### src/rtl/core_pkg.sv
// core_pkg: definitions shared by the ATtiny20 core pipeline stages.
//   ADDR_WIDTH  default program-word address width (must match the ROM)
//   DATA_WIDTH  default instruction word width
//   INSTR_NOP   encoding of the AVR "nop" instruction
//   fetch_state_t  fetch stage state machine encoding
package core_pkg;

    localparam int ADDR_WIDTH = 8;
    localparam int DATA_WIDTH = 16;

    localparam logic [15:0] INSTR_NOP = 16'h0000;

    typedef enum logic [0:0] {
        ST_PRIME = 1'b0,   // ROM has not yet latched a word for address 0
        ST_RUN   = 1'b1    // normal fetch
    } fetch_state_t;

endpackage

### src/rtl/fetch_unit.sv
// fetch_unit: instruction fetch stage of the ATtiny20 core.
// Owns the program counter, drives the ROM address and captures the returned
// word into the instruction register for the decoder. The ROM latches on the
// falling edge, so a word addressed at rising edge k is captured at edge k+1.
//
// Ports:
//   clk            core clock, all state on the rising edge
//   reset          asynchronous, active-high reset
//   rom_addr       word address to the ROM (the pc register)
//   rom_data       ROM word for rom_addr
//   stall          decoder hold: freeze pc and all outputs
//   redirect       load pc from redirect_addr, squash the in-flight word
//   redirect_addr  absolute control-flow target
//   skip           squash the next captured word, pc keeps advancing
//   instr          instruction register
//   instr_valid    instr is a real instruction (0 = treat as NOP)
//   instr_pc       address of instr
//   instr_pc_next  instr_pc + 1 (rcall return address)
module fetch_unit #(
    parameter int ADDR_WIDTH = core_pkg::ADDR_WIDTH,
    parameter int DATA_WIDTH = core_pkg::DATA_WIDTH
) (
    input  logic                  clk,
    input  logic                  reset,
    output logic [ADDR_WIDTH-1:0] rom_addr,
    input  logic [DATA_WIDTH-1:0] rom_data,
    input  logic                  stall,
    input  logic                  redirect,
    input  logic [ADDR_WIDTH-1:0] redirect_addr,
    input  logic                  skip,
    output logic [DATA_WIDTH-1:0] instr,
    output logic                  instr_valid,
    output logic [ADDR_WIDTH-1:0] instr_pc,
    output logic [ADDR_WIDTH-1:0] instr_pc_next
);

    import core_pkg::*;

    fetch_state_t           state_q;
    logic [ADDR_WIDTH-1:0]  pc_q;
    logic [DATA_WIDTH-1:0]  instr_q;
    logic                   valid_q;
    logic [ADDR_WIDTH-1:0]  ipc_q;
    logic [ADDR_WIDTH-1:0]  ipcn_q;

    // Single incrementer: feeds the next pc and, registered alongside the
    // captured word, becomes instr_pc_next (instr_pc is the old pc).
    // Wraps naturally modulo 2^ADDR_WIDTH.
    logic [ADDR_WIDTH-1:0]  pc_inc;
    assign pc_inc = pc_q + ADDR_WIDTH'(1);

    always_ff @(posedge clk or posedge reset) begin
        if (reset) begin
            state_q <= ST_PRIME;
            pc_q    <= '0;
            instr_q <= DATA_WIDTH'(INSTR_NOP);
            valid_q <= 1'b0;
            ipc_q   <= '0;
            ipcn_q  <= ADDR_WIDTH'(1);
        end else begin
            case (state_q)
                // ROM output is not yet meaningful for address 0: spend one
                // edge letting it latch, without capturing or advancing.
                ST_PRIME: state_q <= ST_RUN;

                ST_RUN: begin
                    if (redirect) begin
                        // Redirect beats stall and skip. The in-flight word
                        // is still captured but marked invalid (the bubble).
                        pc_q    <= redirect_addr;
                        instr_q <= rom_data;
                        ipc_q   <= pc_q;
                        ipcn_q  <= pc_inc;
                        valid_q <= 1'b0;
                    end else if (!stall) begin
                        pc_q    <= pc_inc;
                        instr_q <= rom_data;
                        ipc_q   <= pc_q;
                        ipcn_q  <= pc_inc;
                        valid_q <= !skip;
                    end
                end

                default: state_q <= ST_PRIME;
            endcase
        end
    end

    assign rom_addr      = pc_q;
    assign instr         = instr_q;
    assign instr_valid   = valid_q;
    assign instr_pc      = ipc_q;
    assign instr_pc_next = ipcn_q;

endmodule

### config.mk
export PLATFORM = sky130hd
export DESIGN_NAME = fetch_unit
export DESIGN_NICKNAME = d
export VERILOG_FILES = /design/src/rtl/core_pkg.sv /design/src/rtl/fetch_unit.sv
export SDC_FILE = /design/constraint.sdc
export NUM_CORES = 1
export LEC_CHECK = 0
export BUFFER_PORTS_ARGS = -buffer_cell sky130_fd_sc_hd__buf_2
export CELL_PAD_IN_SITES_DETAIL_PLACEMENT = 2
export CELL_PAD_IN_SITES_GLOBAL_PLACEMENT = 2
export CORE_ASPECT_RATIO = 1.1
export CORE_UTILIZATION = 33
export CTS_BUF_LIST = sky130_fd_sc_hd__clkbuf_8
export DETAILED_ROUTE_END_ITERATION = 16
export HOLD_SLACK_MARGIN = 0.06
export PLACE_DENSITY_LB_ADDON = 0.1
export SYNTH_ARGS = -nofsm -noshare
export SYNTH_HDL_FRONTEND = slang
export SYNTH_SLANG_ARGS = --single-unit
### constraint.sdc
create_clock -name clk -period 4.7 [get_ports clk]
set_clock_uncertainty 0.1 [all_clocks]
set_input_delay 0.47 -clock clk [delete_from_list [all_inputs] [get_ports clk]]
set_output_delay 0.47 -clock clk [all_outputs]
set_load 0.005 [all_outputs]
Word level (Yosys, flattened, before mapping)
Cells that the tools add are included.

word-level totals
  register bits after elaboration = 42
  latch bits = 0
  bits in writable memories = 0
  memory bits (read-only) = 0
  bits of input ports = 29
  memories kept = 0

operators by class
  $add $sub $neg = 1
  multipliers = 0
  div/mod/pow operators = 0
  order comparisons = 0
  equal/unequal tests = 1
  shift-type cells = 0
  multiplexer cells = 9
  bitwise gates (word level) = 0
  reductions and logical operators = 2

operators by type and width
  kind                                            number
  two-way mux 8 bit                               5
  two-way mux 16 bit                              2
  adder 8 x 1 -> 8 bit (second input constant)    1
  two-way mux 1 bit                               2
  != test 2 x 1 -> 1 bit (second input constant)  1
  AND reduction 2 bit                             1
  zero test 1 bit                                 1

Logic depth before layout (Yosys ltp)
Gate-level depths: netlist (run 1).

  depth after elaboration = 3
  depth in mapped cells = 6
  mapped depth without buffers = 5

Least setup slack after synthesis (run 1)
No wires, ideal clock.

  path type = register to register
  start = register pc_q[0] (netlist: rom_addr[0])
  end = register pc_q[6] (netlist: rom_addr[6])
  library setup time = 0.104 ns
  arrival time = 1.454 ns
  data required time = 4.496 ns
  slack = 3.042 ns
  stages on the path, launching flop included = 6
  period minus slack after synthesis = 1.658 ns
  cell sequence = dfrtp_1 ha_1 nand2_1 nor2_1 or4b_1 o311ai_1

between the ends
  cells in the longest elaborated chain, start to end = 3

RTL lines
  what                    line              source
  from (decl)             fetch_unit.sv:40  logic [ADDR_WIDTH-1:0] pc_q;
  from (signal assigned)  fetch_unit.sv:70  pc_q <= redirect_addr;
  from (signal assigned)  fetch_unit.sv:76  pc_q <= pc_inc;
  adder 8 x 1 -> 8 bit    fetch_unit.sv:50  assign pc_inc = pc_q + ADDR_WIDTH'(1);
  two-way mux 8 bit       fetch_unit.sv:75  end else if (!stall) begin
  two-way mux 8 bit       fetch_unit.sv:67  if (redirect) begin

No other way between the ends. The select of a mux whose other input is x is not followed.
A chain may end at the register's enable or synchronous reset.

Worst setup path after layout (run 1)
  start = input port redirect
  end = register ipc_q[1] (netlist: instr_pc[1])

between the ends
  cells in the longest elaborated chain, start to end = 2
  elaborated cells on any way between the ends = 3
  classes of those cells = eq/ne (1); mux (1); reduce/logical (1)

RTL lines
  what                              line              source
  from (decl)                       fetch_unit.sv:28  input logic redirect,
  != test 2 x 1 -> 1 bit (no line)  --
  AND reduction 2 bit (no line)     --
  to (signal assigned)              fetch_unit.sv:72  ipc_q <= pc_q;
  to (signal assigned)              fetch_unit.sv:78  ipc_q <= pc_q;
  to (decl)                         fetch_unit.sv:43  logic [ADDR_WIDTH-1:0] ipc_q;

Parallel ways exist; a longest one is shown, timed or not.

==> results of run 1 <==
[report_power, final]
group / internal [W] / total [W] / switching, W / leakage (nW)
clock: 0.0000980 / 0.000210 / 0.000112 / 0.0466
sequential: 0.000428 / 0.000481 / 0.0000530 / 0.499
combinational: 0.000108 / 0.000199 / 0.0000907 / 0.544
total: 0.000634 / 0.000889 / 0.000256 / 1.09
[cell usage in the layout (no fill, tap or decap), types with 3 or more instances in the layout]
cell type	netlist	final
and3_1	4	4
xnor2_1	4	4
o21ai_0	15	15
buf_2	4	69
nor2_1	3	3
mux2_2	23	23
dfrtp_1	41	41
inv_1	3	4
nand2_1	13	13
a21oi_1	6	6
nand3_1	4	4
clkbuf_8	0	5
[logic make-up after synthesis]
kind of cell | share of synthesized area
AOI/OAI and AO/OA | 0.08253
xor gates and xnor gates | 0.02889
adders and majority gates | 0.006876
buffers and inverters | 0.04195
DFF | 0.5784
muxes | 0.1479
other | 0.002061
and+or+nand+nor | 0.1114
[routing by layer]
| metal | global-route usage | wire [um] | vias up |
|---|---|---|---|
| met5 | 0 | 0 | - |
| met4 | 0.02941 | 19 | 0 |
| met3 | 0.04167 | 191 | 2 |
| met2 | 0.2804 | 2320 | 42 |
| met1 | 0.2005 | 1851 | 703 |
| li1 | - | - | 659 |
[sequential cells by signal, indices dropped and copies added (netlist names)]
name           flops
instr_pc           8
instr             16
rom_addr           8
state_q            1
instr_pc_next      8
instr_valid        1
[how the worst min path moves through the flow]
stage	from	slack, ns	to
after floorplan	instr_pc_next[0]$_DFFE_PP1P_	0.37	instr_pc_next[0]$_DFFE_PP1P_
after global placement	instr_valid$_DFFE_PP0P_	0.36	instr_valid$_DFFE_PP0P_
after detailed placement	instr_valid$_DFFE_PP0P_	0.38	instr_valid$_DFFE_PP0P_
after CTS	skip	0.26	instr_valid$_DFFE_PP0P_
after global routing	skip	0.26	instr_valid$_DFFE_PP0P_
final	skip	0.27	instr_valid$_DFFE_PP0P_
[through the flow]
step	util	setup WS (ns)	hold slack, ns	instances
CTS	0.4420	2.534	0.2644	290
floorplan	-	3.042	0.3698	151
finish	0.4420	2.574	0.2650	290
global placement	0.4273	2.328	0.3605	283
global route	0.4420	2.450	0.2609	290
detailed placement	0.4273	2.243	0.3840	283
[layout make-up]
| cell class | instances | share of cell area |
|---|---|---|
| flip-flops and latches | 42 | 0.4606 |
| multi-input cells | 95 | 0.3056 |
| inverters | 4 | 0.006572 |
| repair buffers | 70 | 0.1544 |
| clock buffers | 5 | 0.03012 |
| clock inverters | 2 | 0.003286 |
| well taps | 72 | 0.03943 |
==> flow_summary_export.csv, run 1 <==
group,metric,value,unit
outcome,outcome,"finished clean",
cells_and_area,drive_gt1_frac,0.4817,
global_routing,grt_max_degree,43,
cells_and_area,final_area,2285,um2
drt,vias,1406,
synth,ys_warn_count,0,
clock_tree,cts_post_setup_buffers_inserted,0,
clock_tree,cts_max_level,2,
clock_tree,post_cts_resized,0,
clock_tree,cts-root-buf,"clkbuf_8",
floorplan,dieHeight,79.87,um
setup_path,endpoint,"instr_pc[1]$_DFFE_PP0P_",
drt,firstDrtPassIters,4,
clock_tree,hold_buffers,0,
setup_path,crit_slowest_cell,"o21ai_4",
setup_path,r2r_slack,2.79,ns
cells_and_area,syn_to_final_growth,25.58,%
synth,netlist.area_leader.share,0.5640,
sta,fmax,470.4,MHz
synth,syn_nets,181,
setup_path,worstSetupStartpointType,"primary input",
placed_design,place_area,2208,um2
sta,maxSlewViolCount,0,
clock_tree,cts.clk_slew.worst_paths,0.08,ns
hold_path,hold_path_class,"in -> reg",
clock_tree,cts_tree,"built",
drt,initialDrtViolationCount,58,
setup_path,cpLargestDelayFamily,"buffers and inverters",
sta,hold_viol_final,0,
pwr,power_density,389.3,nW/um2
floorplan,num_rows,27,
synth,synthTopCellsByCount,"dfrtp_1 (41), mux2_2 (23), o21ai_0 (15)",
pwr,power,0.0008895,W
cells_and_area,multi_input_area,698.2,um2
setup_path,timing.rr.end,"rom_addr[6]$_DFFE_PP0P_",
synth,synth_ff_type,"dfrtp_1",
synth,synth-seq-cells,42,
setup_path,worstSetupEndpointType,"flip-flop",
clock_tree,insertion_delay,0.28,ns
global_routing,grtUsageTotal,0.1607,
cells_and_area,num-fill-cells,548,
setup_path,cp-startpoint,"redirect",
setup_path,crit_type,"in -> reg",
sta,setup_viol,0,
setup_path,r2r-start,"rom_addr[0]$_DFFE_PP0P_",
synth,synth_area,1819,um2
placed_design,gp_congestion,0.6514,
drt,drc_errors,0,
sta,fin_crit,2.126,ns
drt,wl_per_cell,15.11,um
sta,period_share,0.4523,
setup_path,max_stage_delay,0.66,ns
synth,avgSynthCellArea,12.05,um2
cells_and_area,layout.area.seq,1052,um2
clock_tree,clock_path_buffers,2,
floorplan,ioPinCount,70,
synth,synth_area_leader_cell,"dfrtp_1",
floorplan,die-area,5814,um2
synth,async_flop_share,1.000,
drt,ant_nets,0,
setup_path,worst-path-buf-inv,2,
global_routing,grt_pass1_vias,1444,
setup_path,crit_fanout,33,
synth,synth_cell_types,34,
synth,yosysSeqAreaShare,0.5784,
clock_tree,cts_buffers,5,
setup_path,cp.depth,4,
hold_path,whs_path_depth,2,
drt,viasPerCell,4.848,
floorplan,initial_core_util,0.3520,
setup_path,crit_required,4.76,ns
placed_design,place.port_buffers,69,
global_routing,grt_pass1_wl,7155,um
drt,routed_wl,4383,um
cells_and_area,antenna_cells,0,
clock_tree,cts_sinks,42,
pwr,leakage,1.089,nW
placed_design,dp_hpwl,3212,um
synth,synth-edff-count,0,
synth,synthCells,151,
pwr,ir_worst_vdd,0.2070,mV
sta,rsz0062_at_grt,"no",
setup_path,worstPathArrival,2.19,ns
global_routing,globalRouteOverflowTotal,0,
cells_and_area,final_nets,248,
synth,yosysMostFrequentCell,"dfrtp_1",
floorplan,coreArea,5169,um2
floorplan,die-width,72.80,um
global_routing,antenna_found_initial,0,
setup_path,crit_chain,"buf_2, o21ai_4, buf_4, mux2_2",
sta,worst_slew_pin_slew,0.8802,ns
synth,synthTopCellsByArea,"dfrtp_1 (56%), mux2_2 (14%), o21ai_0 (4.1%), nand2_1 (2.7%), xnor2_1 (1.9%)",
run,max_cap_viol_count,0,
sta,relSlewSlack,0.4123,
sta,setup-tns-final,0,ns
setup_path,worstRegToRegCells,5,
Note: power is estimated with default switching activity, not from simulation.
==> inputs of run 2 (changes only) <==
--- a/config.mk
+++ b/config.mk
@@ -5,11 +5,12 @@
 export SDC_FILE = /design/constraint.sdc
 export NUM_CORES = 1
 export LEC_CHECK = 0
+export ABC_AREA = 1
 export BUFFER_PORTS_ARGS = -buffer_cell sky130_fd_sc_hd__buf_2
 export CELL_PAD_IN_SITES_DETAIL_PLACEMENT = 2
 export CELL_PAD_IN_SITES_GLOBAL_PLACEMENT = 2
 export CORE_ASPECT_RATIO = 1.1
-export CORE_UTILIZATION = 33
+export CORE_UTILIZATION = 28
 export CTS_BUF_LIST = sky130_fd_sc_hd__clkbuf_8
 export DETAILED_ROUTE_END_ITERATION = 16
 export HOLD_SLACK_MARGIN = 0.06
==> constraint.sdc (replaced) <==
create_clock -name clk -period 2 [get_ports clk]
set_clock_uncertainty 0.1 [all_clocks]
set_input_delay 0.2 -clock clk [delete_from_list [all_inputs] [get_ports clk]]
set_output_delay 0.2 -clock clk [all_outputs]
set_load 0.005 [all_outputs]
==> run 2 against run 1 <==
Compared with the run above:
- utilization fell by 4.0 points
- final cell count increased by 32%
- worst setup slack worse by 2.0 ns
- critical path depth is 2 higher
- clock-buffer cell count did not move
- global-route usage up 2.2 points
- sequential share of layout area fell by 3.8 points
- sequential power is 120% higher
- via count increased by 24%
- register-to-register slack got worse by 2.2 ns
- clock power is 150% higher
==> flow_summary_export.csv, run 2 <==
group,metric,value,unit
drt,firstDrtPassIters,4,
hold_path,whs_path_depth,3,
setup_path,worstSetupEndpointType,"flip-flop",
clock_tree,cts_tree,"built",
sta,worst_slew_pin_slew,0.5159,ns
setup_path,cp-startpoint,"rom_addr[0]$_DFFE_PP0P_",
synth,avgSynthCellArea,8.471,um2
setup_path,worstSetupStartpointType,"flip-flop",
synth,synth_ff_type,"dfrtp_1",
outcome,outcome,"finished clean",
floorplan,ioPinCount,70,
run,max_cap_viol_count,0,
clock_tree,cts.clk_slew.worst_paths,0.07,ns
cells_and_area,largest_reg_flops,16,
clock_tree,insertion_delay,0.30,ns
synth,yosysSeqAreaShare,0.5832,
synth,synth-edff-count,0,
floorplan,coreArea,6193,um2
global_routing,busiest_layer,"met2",
synth,synthTopCellsByCount,"nand2_1 (93), dfrtp_1 (41), o21ai_0 (17)",
sta,setup-tns-final,0,ns
floorplan,initial_core_util,0.2913,
setup_path,crit_required,2.12,ns
pwr,leakage,1.347,nW
synth,async_flop_share,1.000,
synth,yosysMostFrequentCell,"nand2_1",
setup_path,worstPathArrival,1.55,ns
cells_and_area,syn_to_final_growth,37.86,%
hold_path,worstHoldEndpoint,"rom_addr[1]$_DFFE_PP0P_",
floorplan,num_rows,30,
sta,rsz0062_at_grt,"no",
setup_path,r2r-start,"rom_addr[0]$_DFFE_PP0P_",
drt,drc_errors,0,
drt,ant_nets,0,
sta,relSlewSlack,0.6555,
hold_path,min_from,"redirect_addr[1]",
setup_path,worstRegToRegCells,6,
synth,synth_cell_types,22,
clock_tree,cts_max_level,2,
global_routing,globalRouteOverflowTotal,0,
pwr,comb_power_share,0.233,
global_routing,antenna_found_initial,0,
clock_tree,cts_buffers,5,
cells_and_area,final_common_cell,"nand2_1",
global_routing,grtUsageTotal,0.1826,
sta,period_share,0.7176,
floorplan,dieHeight,86.19,um
cells_and_area,stdcell_count,382,
setup_path,timing.rr.end,"rom_addr[3]$_DFFE_PP0P_",
pwr,power_frac_seq,0.519,
floorplan,die-width,78.54,um
clock_tree,cts_post_setup_buffers_inserted,0,
clock_tree,post_cts_resized,0,
setup_path,crit_type,"reg -> reg",
synth,synth_area_leader_cell,"dfrtp_1",
pwr,ir_worst_vdd,0.3133,mV
drt,routed_wl,5611,um
synth,synthTopCellsByArea,"dfrtp_1 (57%), nand2_1 (19%), o21ai_0 (4.7%), nor2_1 (3.1%), inv_1 (2.5%)",
global_routing,grt_use_met3,0.04842,
placed_design,dp.cells,356,
sta,holdWs,0.07444,ns
drt,vias,1748,
synth,syn_nets,243,
sta,hold_viol_final,0,
clock_tree,cts-root-buf,"clkbuf_8",
global_routing,use_met1,0.2118,
pwr,p_clk_frac,0.249,
sta,fmax,696.8,MHz
sta,setup_viol,0,
global_routing,grt_max_degree,34,
sta,fin_crit,1.435,ns
synth,synth-seq-cells,42,
setup_path,crit_fanout,6,
hold_path,hold_path_class,"in -> reg",
synth,synthCells,213,
cells_and_area,final_cell_mix,"nand2_1 (93), buf_2 (69), dfrtp_1 (41), dlygate4sd3_1 (19), o21ai_0 (17)",
global_routing,grt_pass1_vias,1868,
drt,initialDrtViolationCount,46,
synth,netlist.area_leader.share,0.5687,
pwr,power.switching,0.0006493,W
cells_and_area,drive_gt1_frac,0.2748,
synth,synth_area,1804,um2
clock_tree,cts_sinks,42,
drt,wl_per_cell,14.69,um
pwr,cell_internal_pwr,0.001432,W
global_routing,grtUsageMet2,0.3273,
cells_and_area,post-route-util,0.4016,
floorplan,die-area,6769,um2
placed_design,dp_hpwl,3922,um
clock_tree,clock_path_buffers,2,
placed_design,gp_congestion,0.6950,
cells_and_area,antenna_cells,0,
clock_tree,hold_buffers,19,
setup_path,r2r_slack,0.56,ns
sta,maxSlewViolCount,0,
pwr,power_density,836.9,nW/um2
placed_design,place.port_buffers,69,
pwr,p_sw_frac,0.3119,
synth,ys_warn_count,0,
cells_and_area,final_nets,332,
global_routing,grt_pass1_wl,9397,um
drt,viasPerCell,4.576,
[run 2: area by class of cell]
type | count | area [um2]
Tap cell | 80 | 100.1
Fill cell | 745 | 3706
Clock inverter | 2 | 7.507
Multi-Input combinational cell | 148 | 633.1
Timing Repair Buffer | 91 | 570.5
Sequential cell | 42 | 1052
Clock buffer | 5 | 68.82
Inverter | 14 | 55.05
[run 2: power groups by stage]
stage	clock (W)	combinational, W	sequential [W]
2_1_floorplan	0	0.000223	0.00109
3_3_place_gp	0	0.000455	0.00109
3_5_place_dp	0	0.000469	0.00110
4_1_cts	0.000541	0.000500	0.00108
5_1_grt	0.000579	0.000561	0.00110
6_report	0.000517	0.000485	0.00108
[run 2: worst max-delay path: stages (launching register included)]
cell	delay [ns]
dfrtp_1	0.42
inv_1	0.09
nor2_1	0.33
nand2_1	0.13
nand2_1	0.08
nand2_1	0.06
a21oi_1	0.14
[run 2: cells by family (layout without fill, tap and decap cells)]
| kind of cell | after synthesis | after routing | synth area share |
|---|---|---|---|
| adders and majority gates | 1 | 1 | 0.006934 |
| and+or+nand+nor | 118 | 118 | 0.2573 |
| DFF | 42 | 42 | 0.5832 |
| AOI/OAI and AO/OA | 28 | 28 | 0.08460 |
| other | 1 | 1 | 0.002078 |
| buffers and inverters | 23 | 112 | 0.06588 |
[run 2: layer usage]
layer | vias to the layer above | routed length [um] | part of all wire
met5 | - | 0 | 0
met4 | 0 | 66 | 0.012
met3 | 6 | 268 | 0.048
met2 | 47 | 2953 | 0.53
met1 | 854 | 2322 | 0.41
li1 | 841 | - | -
[run 2: worst max-delay path by stage]
stage	end	slack (ns)	depth (start not counted)
2_1_floorplan	rom_addr[6]$_DFFE_PP0P_	0.72	8
3_3_place_gp	rom_addr[4]$_DFFE_PP0P_	0.54	7
3_5_place_dp	rom_addr[4]$_DFFE_PP0P_	0.50	7
4_1_cts	rom_addr[6]$_DFFE_PP0P_	0.55	8
5_1_grt	instr_pc_next[7]$_DFFE_PP0P_	0.41	7
6_report	rom_addr[3]$_DFFE_PP0P_	0.56	6
[run 2: stage by stage]
step	instance area (um2)	power, W	worst slack [ns]
4_1_cts	2487	0.002123	0.5480
5_1_grt	2487	0.002241	0.4080
3_5_place_dp	2221	0.001566	0.5048
3_3_place_gp	2221	0.001549	0.5437
6_report	2487	0.002082	0.5649
2_1_floorplan	1804	0.001316	0.7235
